**config.mk**
```make
export PLATFORM = sky130hd
export DESIGN_NAME = spi_flash_read_ctrl
export DESIGN_NICKNAME = d
export VERILOG_FILES = /design/src/rtl/spi_flash_pkg.sv /design/src/rtl/spi_flash_shifter.sv /design/src/rtl/spi_flash_read_ctrl.sv
export SDC_FILE = /design/constraint.sdc
export NUM_CORES = 1
export LEC_CHECK = 0
export ABC_AREA = 1
export BUFFER_PORTS_ARGS = -buffer_cell sky130_fd_sc_hd__buf_4
export CAP_MARGIN = 10
export CORE_MARGIN = 2
export CORE_UTILIZATION = 51
export DETAILED_ROUTE_END_ITERATION = 8
export PLACE_DENSITY = 0.72
export SYNTH_ARGS = -nofsm -noshare
export SYNTH_HDL_FRONTEND = slang
export SYNTH_SLANG_ARGS = --single-unit
```
**constraint.sdc**
```tcl
create_clock -name clk -period 3 [get_ports clk]
set_input_delay 0.3 -clock clk [delete_from_list [all_inputs] [get_ports clk]]
set_output_delay 0.3 -clock clk [all_outputs]
set_load 0.01 [all_outputs]
```
**src/rtl/spi_flash_pkg.sv**
```systemverilog
// rtl/spi_flash_pkg.sv - shared constants and state encoding for the SPI flash read sequencer
package spi_flash_pkg;

    localparam int         ADDR_W       = 24;
    localparam logic [7:0] OP_READ      = 8'h03;
    localparam logic [7:0] OP_FAST_READ = 8'h0B;

`ifdef SPI_FLASH_FAST_READ_EN
    localparam logic [7:0] READ_OPCODE  = OP_FAST_READ;
`else
    localparam logic [7:0] READ_OPCODE  = OP_READ;
`endif

    typedef enum logic [2:0] {
        ST_IDLE,
        ST_CMD,
        ST_ADDR,
`ifdef SPI_FLASH_FAST_READ_EN
        ST_DUMMY,
`endif
        ST_DATA,
        ST_DESEL
    } state_t;

endpackage

```
**src/rtl/spi_flash_shifter.sv**
```systemverilog
// rtl/spi_flash_shifter.sv - SCLK divider plus 8-bit mode-0 shift engine, one byte per start
module spi_flash_shifter #(
    parameter int CLK_DIV = 2
) (
    input  logic       clk,
    input  logic       reset,
    input  logic       start,
    input  logic       hold,
    input  logic [7:0] tx_byte,
    input  logic       miso,
    output logic [7:0] rx_byte,
    output logic       byte_done,
    output logic       sclk,
    output logic       mosi
);

    localparam int             DIV_W    = (CLK_DIV > 1) ? $clog2(CLK_DIV) : 1;
    localparam logic [DIV_W-1:0] DIV_LAST = DIV_W'(CLK_DIV - 1);

    logic             active;
    logic [2:0]       bit_cnt;
    logic [DIV_W-1:0] div_cnt;
    logic [7:0]       tx_sh;
    logic [7:0]       rx_sh;
    logic             tick;

    assign tick      = active && (div_cnt == DIV_LAST);
    // Asserted in the cycle whose closing edge drops SCLK after the 8th sample,
    // so a start in the same cycle continues without a gap.
    assign byte_done = tick && sclk && (bit_cnt == 3'd7);
    assign rx_byte   = rx_sh;

    always_ff @(posedge clk or posedge reset) begin
        if (reset) begin
            active  <= 1'b0;
            bit_cnt <= 3'd0;
            div_cnt <= '0;
            tx_sh   <= 8'd0;
            rx_sh   <= 8'd0;
            sclk    <= 1'b0;
            mosi    <= 1'b0;
        end else if (hold) begin
            active  <= 1'b0;
            bit_cnt <= 3'd0;
            div_cnt <= '0;
            sclk    <= 1'b0;
            mosi    <= 1'b0;
        end else if (start && (!active || byte_done)) begin
            active  <= 1'b1;
            bit_cnt <= 3'd0;
            div_cnt <= '0;
            tx_sh   <= tx_byte;
            sclk    <= 1'b0;
            mosi    <= tx_byte[7];
        end else if (active) begin
            if (tick) begin
                div_cnt <= '0;
                if (!sclk) begin
                    sclk  <= 1'b1;
                    rx_sh <= {rx_sh[6:0], miso};
                end else begin
                    sclk <= 1'b0;
                    if (bit_cnt == 3'd7) begin
                        active <= 1'b0;
                    end else begin
                        bit_cnt <= bit_cnt + 3'd1;
                        tx_sh   <= {tx_sh[6:0], 1'b0};
                        mosi    <= tx_sh[6];
                    end
                end
            end else begin
                div_cnt <= div_cnt + DIV_W'(1);
            end
        end
    end

endmodule

```
**src/rtl/spi_flash_read_ctrl.sv**
```systemverilog
// rtl/spi_flash_read_ctrl.sv - SPI NOR READ burst sequencer; SPI_FLASH_FAST_READ_EN selects 0x0B with dummy byte
module spi_flash_read_ctrl
    import spi_flash_pkg::*;
#(
    parameter int CLK_DIV = 2,
    parameter int LEN_W   = 16,
    parameter int CS_IDLE = 4
) (
    input  logic              clk,
    input  logic              reset,
    input  logic              req_valid,
    output logic              req_ready,
    input  logic [23:0]       req_addr,
    input  logic [LEN_W-1:0]  req_len,
    input  logic              abort,
    output logic [7:0]        data_out,
    output logic              data_valid,
    input  logic              data_ready,
    output logic              busy,
    output logic              done,
    output logic              flash_cs,
    output logic              flash_sclk,
    output logic              flash_mosi,
    input  logic              flash_miso
);

    localparam int DS_W = $clog2(CS_IDLE) + 1;

    state_t            state;
    state_t            nstate;
    logic [ADDR_W-1:0] addr_q;
    logic [LEN_W-1:0]  len_cnt;
    logic [1:0]        byte_idx;
    logic [DS_W-1:0]   desel_cnt;
    logic              pend;

    logic              sh_start;
    logic              sh_hold;
    logic [7:0]        sh_tx;
    logic [7:0]        sh_rx;
    logic              sh_done;

    logic              accept;
    logic              abort_hit;
    logic              can_out;
    logic              last_byte;
    logic              deliver;

    assign req_ready = (state == ST_IDLE);
    assign busy      = (state != ST_IDLE);
    assign accept    = req_valid && req_ready;
    assign abort_hit = abort && (state != ST_IDLE);
    assign can_out   = !data_valid || data_ready;
    assign last_byte = (len_cnt == LEN_W'(1));
    // pend marks a finished byte parked in the shifter while SCLK is stalled
    assign deliver   = (state == ST_DATA) && (sh_done || pend) && can_out && !abort_hit;

    spi_flash_shifter #(
        .CLK_DIV (CLK_DIV)
    ) u_shifter (
        .clk       (clk),
        .reset     (reset),
        .start     (sh_start),
        .hold      (sh_hold),
        .tx_byte   (sh_tx),
        .miso      (flash_miso),
        .rx_byte   (sh_rx),
        .byte_done (sh_done),
        .sclk      (flash_sclk),
        .mosi      (flash_mosi)
    );

    always_ff @(posedge clk or posedge reset) begin
        if (reset) begin
            state <= ST_IDLE;
        end else begin
            state <= nstate;
        end
    end

    always_comb begin
        nstate = state;
        case (state)
            ST_IDLE:  if (req_valid && (req_len != '0)) nstate = ST_CMD;
            ST_CMD:   if (sh_done) nstate = ST_ADDR;
            ST_ADDR: begin
                if (sh_done && (byte_idx == 2'd2)) begin
`ifdef SPI_FLASH_FAST_READ_EN
                    nstate = ST_DUMMY;
`else
                    nstate = ST_DATA;
`endif
                end
            end
`ifdef SPI_FLASH_FAST_READ_EN
            ST_DUMMY: if (sh_done) nstate = ST_DATA;
`endif
            ST_DATA:  if (deliver && last_byte) nstate = ST_DESEL;
            ST_DESEL: if (desel_cnt == DS_W'(CS_IDLE - 1)) nstate = ST_IDLE;
            default:  nstate = ST_IDLE;
        endcase
        if (abort_hit && (state != ST_DESEL)) nstate = ST_DESEL;
    end

    always_comb begin
        sh_start = 1'b0;
        sh_tx    = 8'd0;
        sh_hold  = abort_hit;
        case (state)
            ST_IDLE: begin
                sh_start = req_valid && (req_len != '0);
                sh_tx    = READ_OPCODE;
            end
            ST_CMD: begin
                sh_start = sh_done;
                sh_tx    = addr_q[23:16];
            end
            ST_ADDR: begin
                sh_start = sh_done;
                case (byte_idx)
                    2'd0:    sh_tx = addr_q[15:8];
                    2'd1:    sh_tx = addr_q[7:0];
                    default: sh_tx = 8'd0;
                endcase
            end
`ifdef SPI_FLASH_FAST_READ_EN
            ST_DUMMY: sh_start = sh_done;
`endif
            ST_DATA:  sh_start = deliver && !last_byte;
            default: begin
                sh_start = 1'b0;
                sh_tx    = 8'd0;
            end
        endcase
    end

    always_ff @(posedge clk or posedge reset) begin
        if (reset) begin
            addr_q     <= '0;
            len_cnt    <= '0;
            byte_idx   <= 2'd0;
            desel_cnt  <= '0;
            pend       <= 1'b0;
            data_out   <= 8'd0;
            data_valid <= 1'b0;
            done       <= 1'b0;
            flash_cs   <= 1'b1;
        end else begin
            done     <= 1'b0;
            flash_cs <= (nstate == ST_IDLE) || (nstate == ST_DESEL);

            if (accept) begin
                addr_q   <= req_addr;
                len_cnt  <= req_len;
                byte_idx <= 2'd0;
                if (req_len == '0) done <= 1'b1;
            end

            if ((state == ST_DESEL) && (nstate == ST_IDLE)) done <= 1'b1;

            if ((state == ST_ADDR) && sh_done) byte_idx <= byte_idx + 2'd1;

            if (state == ST_DESEL) begin
                desel_cnt <= desel_cnt + DS_W'(1);
            end else begin
                desel_cnt <= '0;
            end

            if (abort_hit) begin
                data_valid <= 1'b0;
                pend       <= 1'b0;
            end else begin
                if (data_valid && data_ready) data_valid <= 1'b0;
                if (deliver) begin
                    data_out   <= sh_rx;
                    data_valid <= 1'b1;
                    pend       <= 1'b0;
                    len_cnt    <= len_cnt - LEN_W'(1);
                end else if ((state == ST_DATA) && sh_done) begin
                    pend <= 1'b1;
                end
            end
        end
    end

endmodule

```
After elaboration in Yosys (flattened, before gate mapping)
Cells that the tools add are included.
{ "classes": {"add_sub_neg": 5, "n_eq_ne": 13, "mux": 57, "bitwise_logic": 3, "n_reduce_logical": 47} }
{ "op_table": {"columns": ["cell", "n"], "rows": [
  ["$mux W16", 3],
  ["$mux W3", 13],
  ["$mux W7", 5],
  ["$mux W1", 30],
  ["$pmux W8 S3", 1],
  ["$logic_and A1 B1 Y1", 18],
  ["$reduce_bool A3 Y1", 6],
  ["$eq A16 B1 Y1 const B", 1],
  ["$logic_not A16 Y1", 1],
  ["$pmux W8 S2", 1],
  ["$reduce_bool A16 Y1", 1],
  ["$sub A16 B1 Y16 const B", 1],
  ["$pmux W3 S5", 1],
  ["$reduce_and A5 Y1", 2],
  ["$eq A3 B2 Y1 const B", 3],
  ["$eq A3 B3 Y1 const B", 3],
  ["$reduce_bool A2 Y1", 4],
  ["$add A3 B1 Y3 const B", 2],
  ["$logic_not A3 Y1", 2],
  ["$logic_not A1 Y1", 4],
  ["$logic_or A1 B1 Y1", 4],
  ["$mux W2", 2],
  ["$reduce_and A2 Y1", 2],
  ["$reduce_and A4 Y1", 1],
  ["other kinds (12)", 14]
]} }
{ "totals": {"ff_bits": 82, "in_bits": 46, "out_inout_bits": 15} }

Depth between registers and ports, before layout
Gate-level depths: netlist of the first run.
{ "logic_depth": {"ltp_word": 14, "ltp_mapped": 14} }

Hierarchy
From an unflattened synthesis of the first run, not the netlist that was laid out.
{ "hier_totals": {"hier_cells": 545, "hier_area_um2": 4271.6} }
{ "by_module_without_submodules": {"columns": ["module", "instances", "cells_each", "area_per_inst_um2", "seq_area_each_um2"], "rows": [
  ["spi_flash_read_ctrl", 1, 416, 3194.3, 1502.7],
  ["spi_flash_shifter", 1, 129, 1077.3, 550.5]
]} }

Worst setup path after synthesis of the first run
No wires, ideal clock.
{ "synth_path": {"path_kind": "register -> register", "from": "reg u_shifter.bit_cnt[0]", "to": "reg u_shifter.rx_sh[0] (netlist: u_shifter.rx_byte[0])", "setup_ns": 0.117, "arrival_ns": 1.722, "t_required_ns": 2.883, "setup_slack_ns": 1.161, "path_stages_with_launch": 14, "path_buffers": 1, "synth_period_minus_slack_ns": 1.839, "cell_sequence": "dfrtp_1 ha_1 ha_1 nand2_1 nor2_4 inv_1 a21oi_1 a21oi_2 nand2_2 nand2_4 nand3_4 buf_12 nand2_2 o21ai_2"} }
{ "synth_via": {"elab_chain_len": 11, "word_cells_on_any_way": 12} }
{ "synth_lines": {"columns": ["item", "line_no", "source"], "rows": [
  ["start: declaration", "spi_flash_shifter.sv:21", "logic [2:0] bit_cnt;"],
  ["start signal: assignment", "spi_flash_shifter.sv:66", "bit_cnt <= bit_cnt + 3'd1;"],
  ["$eq A3 B3 Y1 (*)", "spi_flash_shifter.sv:30", "assign byte_done = tick && sclk && (bit_cnt == 3'd7);"],
  ["$logic_and A1 B1 Y1 (*)", "spi_flash_shifter.sv:30", null],
  ["$logic_or A1 B1 Y1", "spi_flash_read_ctrl.sv:56", "assign deliver = (state == ST_DATA) && (sh_done || pend) && can_out && !abort_hit;"],
  ["$logic_and A1 B1 Y1 (3 in a row)", "spi_flash_read_ctrl.sv:56", null],
  ["$logic_and A1 B1 Y1", "spi_flash_read_ctrl.sv:129", "ST_DATA: sh_start = deliver && !last_byte;"],
  ["$pmux W1 S3", "spi_flash_read_ctrl.sv:109", "case (state)"],
  ["$logic_and A1 B1 Y1 (*)", "spi_flash_shifter.sv:48", "end else if (start && (!active || byte_done)) begin"],
  ["$not A1 Y1 (no source line) (*)", null, null],
  ["$reduce_and A5 Y1 (no source line) (*)", null, null],
  ["end signal: assignment", "spi_flash_shifter.sv:60", "rx_sh <= {rx_sh[6:0], miso};"],
  ["end: declaration", "spi_flash_shifter.sv:24", "logic [7:0] rx_sh;"]
]} }
Every way passes the cells marked *; elsewhere a longest branch is shown, timed or not.
A chain may end at the register's enable or synchronous reset.

Worst setup path after layout of the first run
{ "layout_path": {"from": "reg u_shifter.bit_cnt[0]", "to": "reg len_cnt[13]"} }
{ "layout_via": {"elab_chain_len": 8} }
{ "layout_lines": {"columns": ["item", "line_no", "source"], "rows": [
  ["$eq A3 B3 Y1", "spi_flash_shifter.sv:30", null],
  ["$logic_and A1 B1 Y1", "spi_flash_shifter.sv:30", null],
  ["$logic_or A1 B1 Y1", "spi_flash_read_ctrl.sv:56", null],
  ["$logic_and A1 B1 Y1 (3 in a row)", "spi_flash_read_ctrl.sv:56", null],
  ["$mux W16", "spi_flash_read_ctrl.sv:174", "if (deliver) begin"],
  ["$mux W16", "spi_flash_read_ctrl.sv:169", "if (abort_hit) begin"],
  ["end signal: assignment", "spi_flash_read_ctrl.sv:154", "len_cnt <= req_len;"],
  ["end signal: assignment", "spi_flash_read_ctrl.sv:178", "len_cnt <= len_cnt - LEN_W'(1);"],
  ["end: declaration", "spi_flash_read_ctrl.sv:32", "logic [LEN_W-1:0] len_cnt;"]
]} }
No other way between the ends.

==> results.cfg, run 1 <==
[route]
totalWireLength_um = 9230
drc = 0
drt-wirelength-per-cell_um = 13.3
drtIter0Drc = 235
detail-route-antenna-nets = 0
vias = 3558
dr.pass1.iters = 7
vias_per_cell = 5.12

[synthesis]
ys_seq_elements = 82
synthTopCellsByArea = dfrtp_1 (48%), nand2_1 (18%), nor2_1 (4.4%)
async_flop_share_pct = 100
syn_area_um2 = 4230
synth.area.mux_share_pct = 0
synthCells = 527
synth.top_cell.area_share_pct = 48.0
synthAdderAreaFrac_pct = 2.67
yosys_warnings = 0
synth_top_family_by_area = simple AND/OR/NAND/NOR gates
synth_top_cell_by_area = dfrtp_1
ys_types = 39
synthXorXnorAreaFrac_pct = 2.49
synth_compound_area_share_pct = 11.2
synth-simple-area-share_pct = 28.9
synth_edf_count = 0
synth_nets = 582
synth_ff_type = dfrtp_1
yosysSeqAreaShare_pct = 48.6
syn-mean-instance-area_um2 = 8.02

[global_routing]
grt_pass1_vias = 3557
grt_use_total_pct = 23.3
overflow = 0
grt_max_degree = 58
grt_pass1_wl_um = 16300
antenna_found_initial = 0

[place]
place_hpwl_um = 6620
gp_congestion = 0.833
post-place-ws_ns = 0.831
io_buffers = 60

[clock_tree]
postCtsResizedCells = 0
cts_setup_buffers = 0
numCtsBuffers = 9
cts_sinks = 82
cts_htree_levels = 3
tritoncts = yes
cts_max_path_buffers = 2
clockRootBuffer = clkbuf_8
cts_hold_buffers = 0
clkTransAtPathRegs_ns = 0.09
clock_latency_ns = 0.36

[floorplan]
placement_rows = 33
die_y_um = 95.0
die_w_um = 95.0
coreArea_um2 = 8130
floorplan.io_pins = 61
start_util_pct = 51.9
die_area_um2 = 9030

[setup_path]
crit_type = reg2reg
cp-start-kind = flop
cp-end-kind = flop
max_stage_delay_ns = 0.45
cp_cell_sequence = ha_1 -> ha_1 -> nand2_1 -> nor2_4 -> nand2_1 -> nand2_2 -> nand2_1 -> nor2_4 -> inv_2 -> nand3_1 -> a21boi_0
critPathArrivalTime_ns = 2.40
cpMaxStageDelayCell = inv_2
critical_path.most_common_cell = nand2_1
cp_max_fo = 42
worstPathRequired_ns = 3.24

[sta]
drv_slew = 0
period_needed_ns = 2.16
worst_slew_pin_slew_ns = 0.987
slew_headroom_pct = 34.2
final-setup-viol-count = 0
finalHoldViolations = 0
period_share_pct = 72.0
fmax_mhz = 463
rsz0062_at_grt = no
tns_ns = 0
setup_slack_ns = 0.841
finClkSkew_ns = 0.0135

[power]
p_leak_nw = 2.50
peakVddDrop_v = 0.000351
power.density_nw_per_um2 = 807

[run_status]
outcome = finished clean

[layout]
final_common_cell = nand2_1
insertedDiodeCount = 0
finalNetCount = 640
most-common-layout-cells = nand2_1 (199), dfrtp_1 (81), buf_4 (64), nor2_1 (49), inv_1 (38)
synthToLayoutAreaGrowth_pct = 17.1
drive_above_1_share_pct = 19.0

[hold_path]
min_path_type = in2async

[run]
drv_cap = 0
per-stage QoR:
step / total power [mW] / util [%] / cells / hold slack (ns) / area (um2)
finish: 3.99 / 60.8 / 695 / 0.127 / 4950
global route: 4.35 / 60.8 / 695 / 0.135 / 4950
CTS: 4.02 / 60.8 / 695 / 0.125 / 4950
detailed placement: 3.17 / 58.3 / 679 / 0.432 / 4740
global placement: 3.12 / 58.3 / 679 / 0.427 / 4740
floorplan: 2.78 / - / 527 / 0.410 / 4230
cell families after synthesis:
family	count (synthesis)
and+or+nand+nor	289
DFF	82
AOI/OAI and AO/OA	75
buffers and inverters	60
xor gates and xnor gates	12
adders and majority gates	9
final cells by class:
class	instances	area, um2
fillers	708	3190
flip-flops and latches	82	2050
multi-input cells	385	1910
repair buffers	64	480
inverters	43	164
clock buffers	11	141
well taps	105	131
clock inverters	5	62.6
final timing paths:
check                                      from                    to  slack [ns]  cells after the start
setup / recovery           u_shifter.bit_cnt[0]           len_cnt[13]        0.84                     11
hold / removal                            reset  u_shifter.bit_cnt[2]        0.13                      2
setup reg to reg           u_shifter.bit_cnt[0]           len_cnt[13]        0.84                     11
hold reg to reg                    desel_cnt[0]          desel_cnt[0]        0.44                      1
max in group asynchronous                 reset    u_shifter.tx_sh[2]        2.08                      3
min in group clk                    req_addr[9]             addr_q[9]        0.13                      3
registers in the layout (all words and copies together), names as in the netlist, 2 cells and up:
signal	cells
addr_q	24
len_cnt	16
data_out	8
u_shifter.rx_byte	8
u_shifter.tx_sh	7
desel_cnt	3
state	3
u_shifter.bit_cnt	3
byte_idx	2
per-layer routing:
layer | track usage [%] | vias to the layer above | routed length [um]
met1 | 29.9 | 1672 | 4220
met2 | 38.7 | 80 | 4420
li1 | - | 1790 | -
met4 | 9.06 | 0 | 170
met3 | 5.30 | 16 | 424
met5 | 0 | - | 0
critical path: cells and delay by family, from the launching register on:
kind	cells	cell delay [ns]
AOI/OAI and AO/OA	1	0.16
adders and majority gates	2	0.39
buffers and inverters	1	0.45
and+or+nand+nor	7	0.64
DFF	1	0.40
where the power goes:
group / switching [mW] / leakage [nW] / total, mW / internal, mW
Combinational: 0.851 / 1.35 / 1.40 / 0.552
Clock: 0.430 / 0.0962 / 0.843 / 0.412
Sequential: 0.267 / 1.06 / 1.75 / 1.48
synthesized netlist by cell type (6+ instances only):
cell type  number
o21ai_2         8
nand2_1       199
a21oi_1        11
ha_1            9
inv_1          39
xnor2_1         7
nor2_1         49
o21ai_0        27
nand2_2         6
nand3_1        14
dfrtp_1        81
a22o_1         11
a31oi_1         6
(Power assumes the default switching activity.)
==> run 2, diff against run 1 <==
==> constraint.sdc (replaced) <==
create_clock -name clk -period 2.2 [get_ports clk]
set_input_delay 0.22 -clock clk [delete_from_list [all_inputs] [get_ports clk]]
set_output_delay 0.22 -clock clk [all_outputs]
set_load 0.01 [all_outputs]
==> results.cfg, run 2 (synthesized netlist as in run 1, its figures left out) <==
[power]
p_total_mw = 5.55
p_leak_nw = 2.58
power.density_nw_per_um2 = 1090
peakVddDrop_v = 0.000615

[route]
vias = 3646
drtIter0Drc = 199
drt-wirelength-per-cell_um = 13.3
totalWireLength_um = 9420
drc = 0
dr.pass1.iters = 4
detail-route-antenna-nets = 0
vias_per_cell = 5.14

[floorplan]
die_w_um = 95.0
placement_rows = 33
coreArea_um2 = 8130
floorplan.io_pins = 61
die_y_um = 95.0
die_area_um2 = 9030
start_util_pct = 51.9

[clock_tree]
clockRootBuffer = clkbuf_8
clkTransAtPathRegs_ns = 0.09
cts_htree_levels = 3
numCtsBuffers = 9
cts_sinks = 82
tritoncts = yes
cts_max_path_buffers = 2
clock_latency_ns = 0.35

[hold_path]
min_path_type = in2reg

[setup_path]
max_stage_delay_ns = 0.41
cp_max_fo = 11
worstPathRequired_ns = 2.48
critPathArrivalTime_ns = 2.31
critical_path.most_common_cell = ha_1
cpMaxStageDelayCell = dfrtp_1
cp-start-kind = flop
cp-end-kind = flop
crit_type = reg2reg
cp_cell_sequence = ha_1 -> ha_1 -> nand2_1 -> nor2_4 -> inv_1 -> a21oi_1 -> a21oi_2 -> nand2_4 -> nand2_8 -> nand3_2 -> o21ai_2

[sta]
drv_slew = 0
finalHoldViolations = 0
fmax_mhz = 494
slew_headroom_pct = 61.8
final-setup-viol-count = 0
setup_slack_ns = 0.174
whs_ns = 0.0628
period_needed_ns = 2.03
finClkSkew_ns = 0.00794
tns_ns = 0
period_share_pct = 92.1
worst_slew_pin_slew_ns = 0.572

[run]
drv_cap = 0

[layout]
final_common_cell = nand2_1
regMostFlops = addr_q
drive_above_1_share_pct = 20.8
most-common-layout-cells = nand2_1 (199), dfrtp_1 (81), buf_4 (75), nor2_1 (49), inv_1 (38)
synthToLayoutAreaGrowth_pct = 20.8
final_cells = 710
finalNetCount = 655
fillerInstances = 700
design_area_um2 = 5100
insertedDiodeCount = 0
reg_top3 = addr_q x24, len_cnt x16
largest_reg_flops = 24
utilization_pct = 62.7

[place]
dp.cells = 684
placedInstanceArea_um2 = 4810
post-place-ws_ns = 0.0721
io_buffers = 60
gp_congestion = 0.808
place_hpwl_um = 6660

[global_routing]
grt_use_total_pct = 21.4
grt_pass1_vias = 3359
grt_pass1_wl_um = 15000
overflow = 0
antenna_found_initial = 0
grt_max_degree = 41

[run_status]
outcome = finished clean
[run 2: power breakdown]
part	switching (mW)	total [mW]	internal, mW
logic	1.20	2.03	0.831
clock network	0.596	1.14	0.539
registers	0.370	2.39	2.02
[run 2: what timing repair did]
item,in CTS,in global routing
gates resized for setup,0,3
buffers inserted,0,8
endpoints found under the hold margin,22,0
setup endpoints to repair,0,17
hold buffers,1,0
[run 2: final timing paths]
path | start | to | slack [ns] | cells past startpoint
setup / recovery | u_shifter.bit_cnt[1] | u_shifter.rx_byte[1] | 0.17 | 11
hold / removal | req_addr[8] | addr_q[8] | 0.06 | 3
setup reg to reg | u_shifter.bit_cnt[1] | u_shifter.rx_byte[1] | 0.17 | 11
hold reg to reg | desel_cnt[0] | desel_cnt[0] | 0.45 | 1
max in group asynchronous | reset | data_out[6] | 1.08 | 4
min in group asynchronous | reset | len_cnt[13] | 0.48 | 3
[run 2: worst max-delay path, delay by kind of cell, from the launching register on]
kind | cells | cell delay (ns)
fa+ha+maj | 2 | 0.38
compound gates | 3 | 0.45
flops | 1 | 0.41
buf+inv | 1 | 0.08
simple gates | 5 | 0.63
[run 2: layer usage]
metal  vias up  GRT usage [%]  part of all wire, %
li1       1827              -                    -
met1      1726           28.5                   45
met2        81           35.8                   49
met3        12           4.11                  4.2
met4         0           6.52                  1.5
met5         -              0                    0
[run 2: cell type report]
class	instances	area [um2]	share of cell area (%)
clock buffer	10	128	2.50
clock inverter	6	73.8	1.45
inverter	43	166	3.26
multi-input combinational	386	1940	38.0
sequential	82	2050	40.2
tap	105	131	2.57
timing repair buffer	78	613	12.0
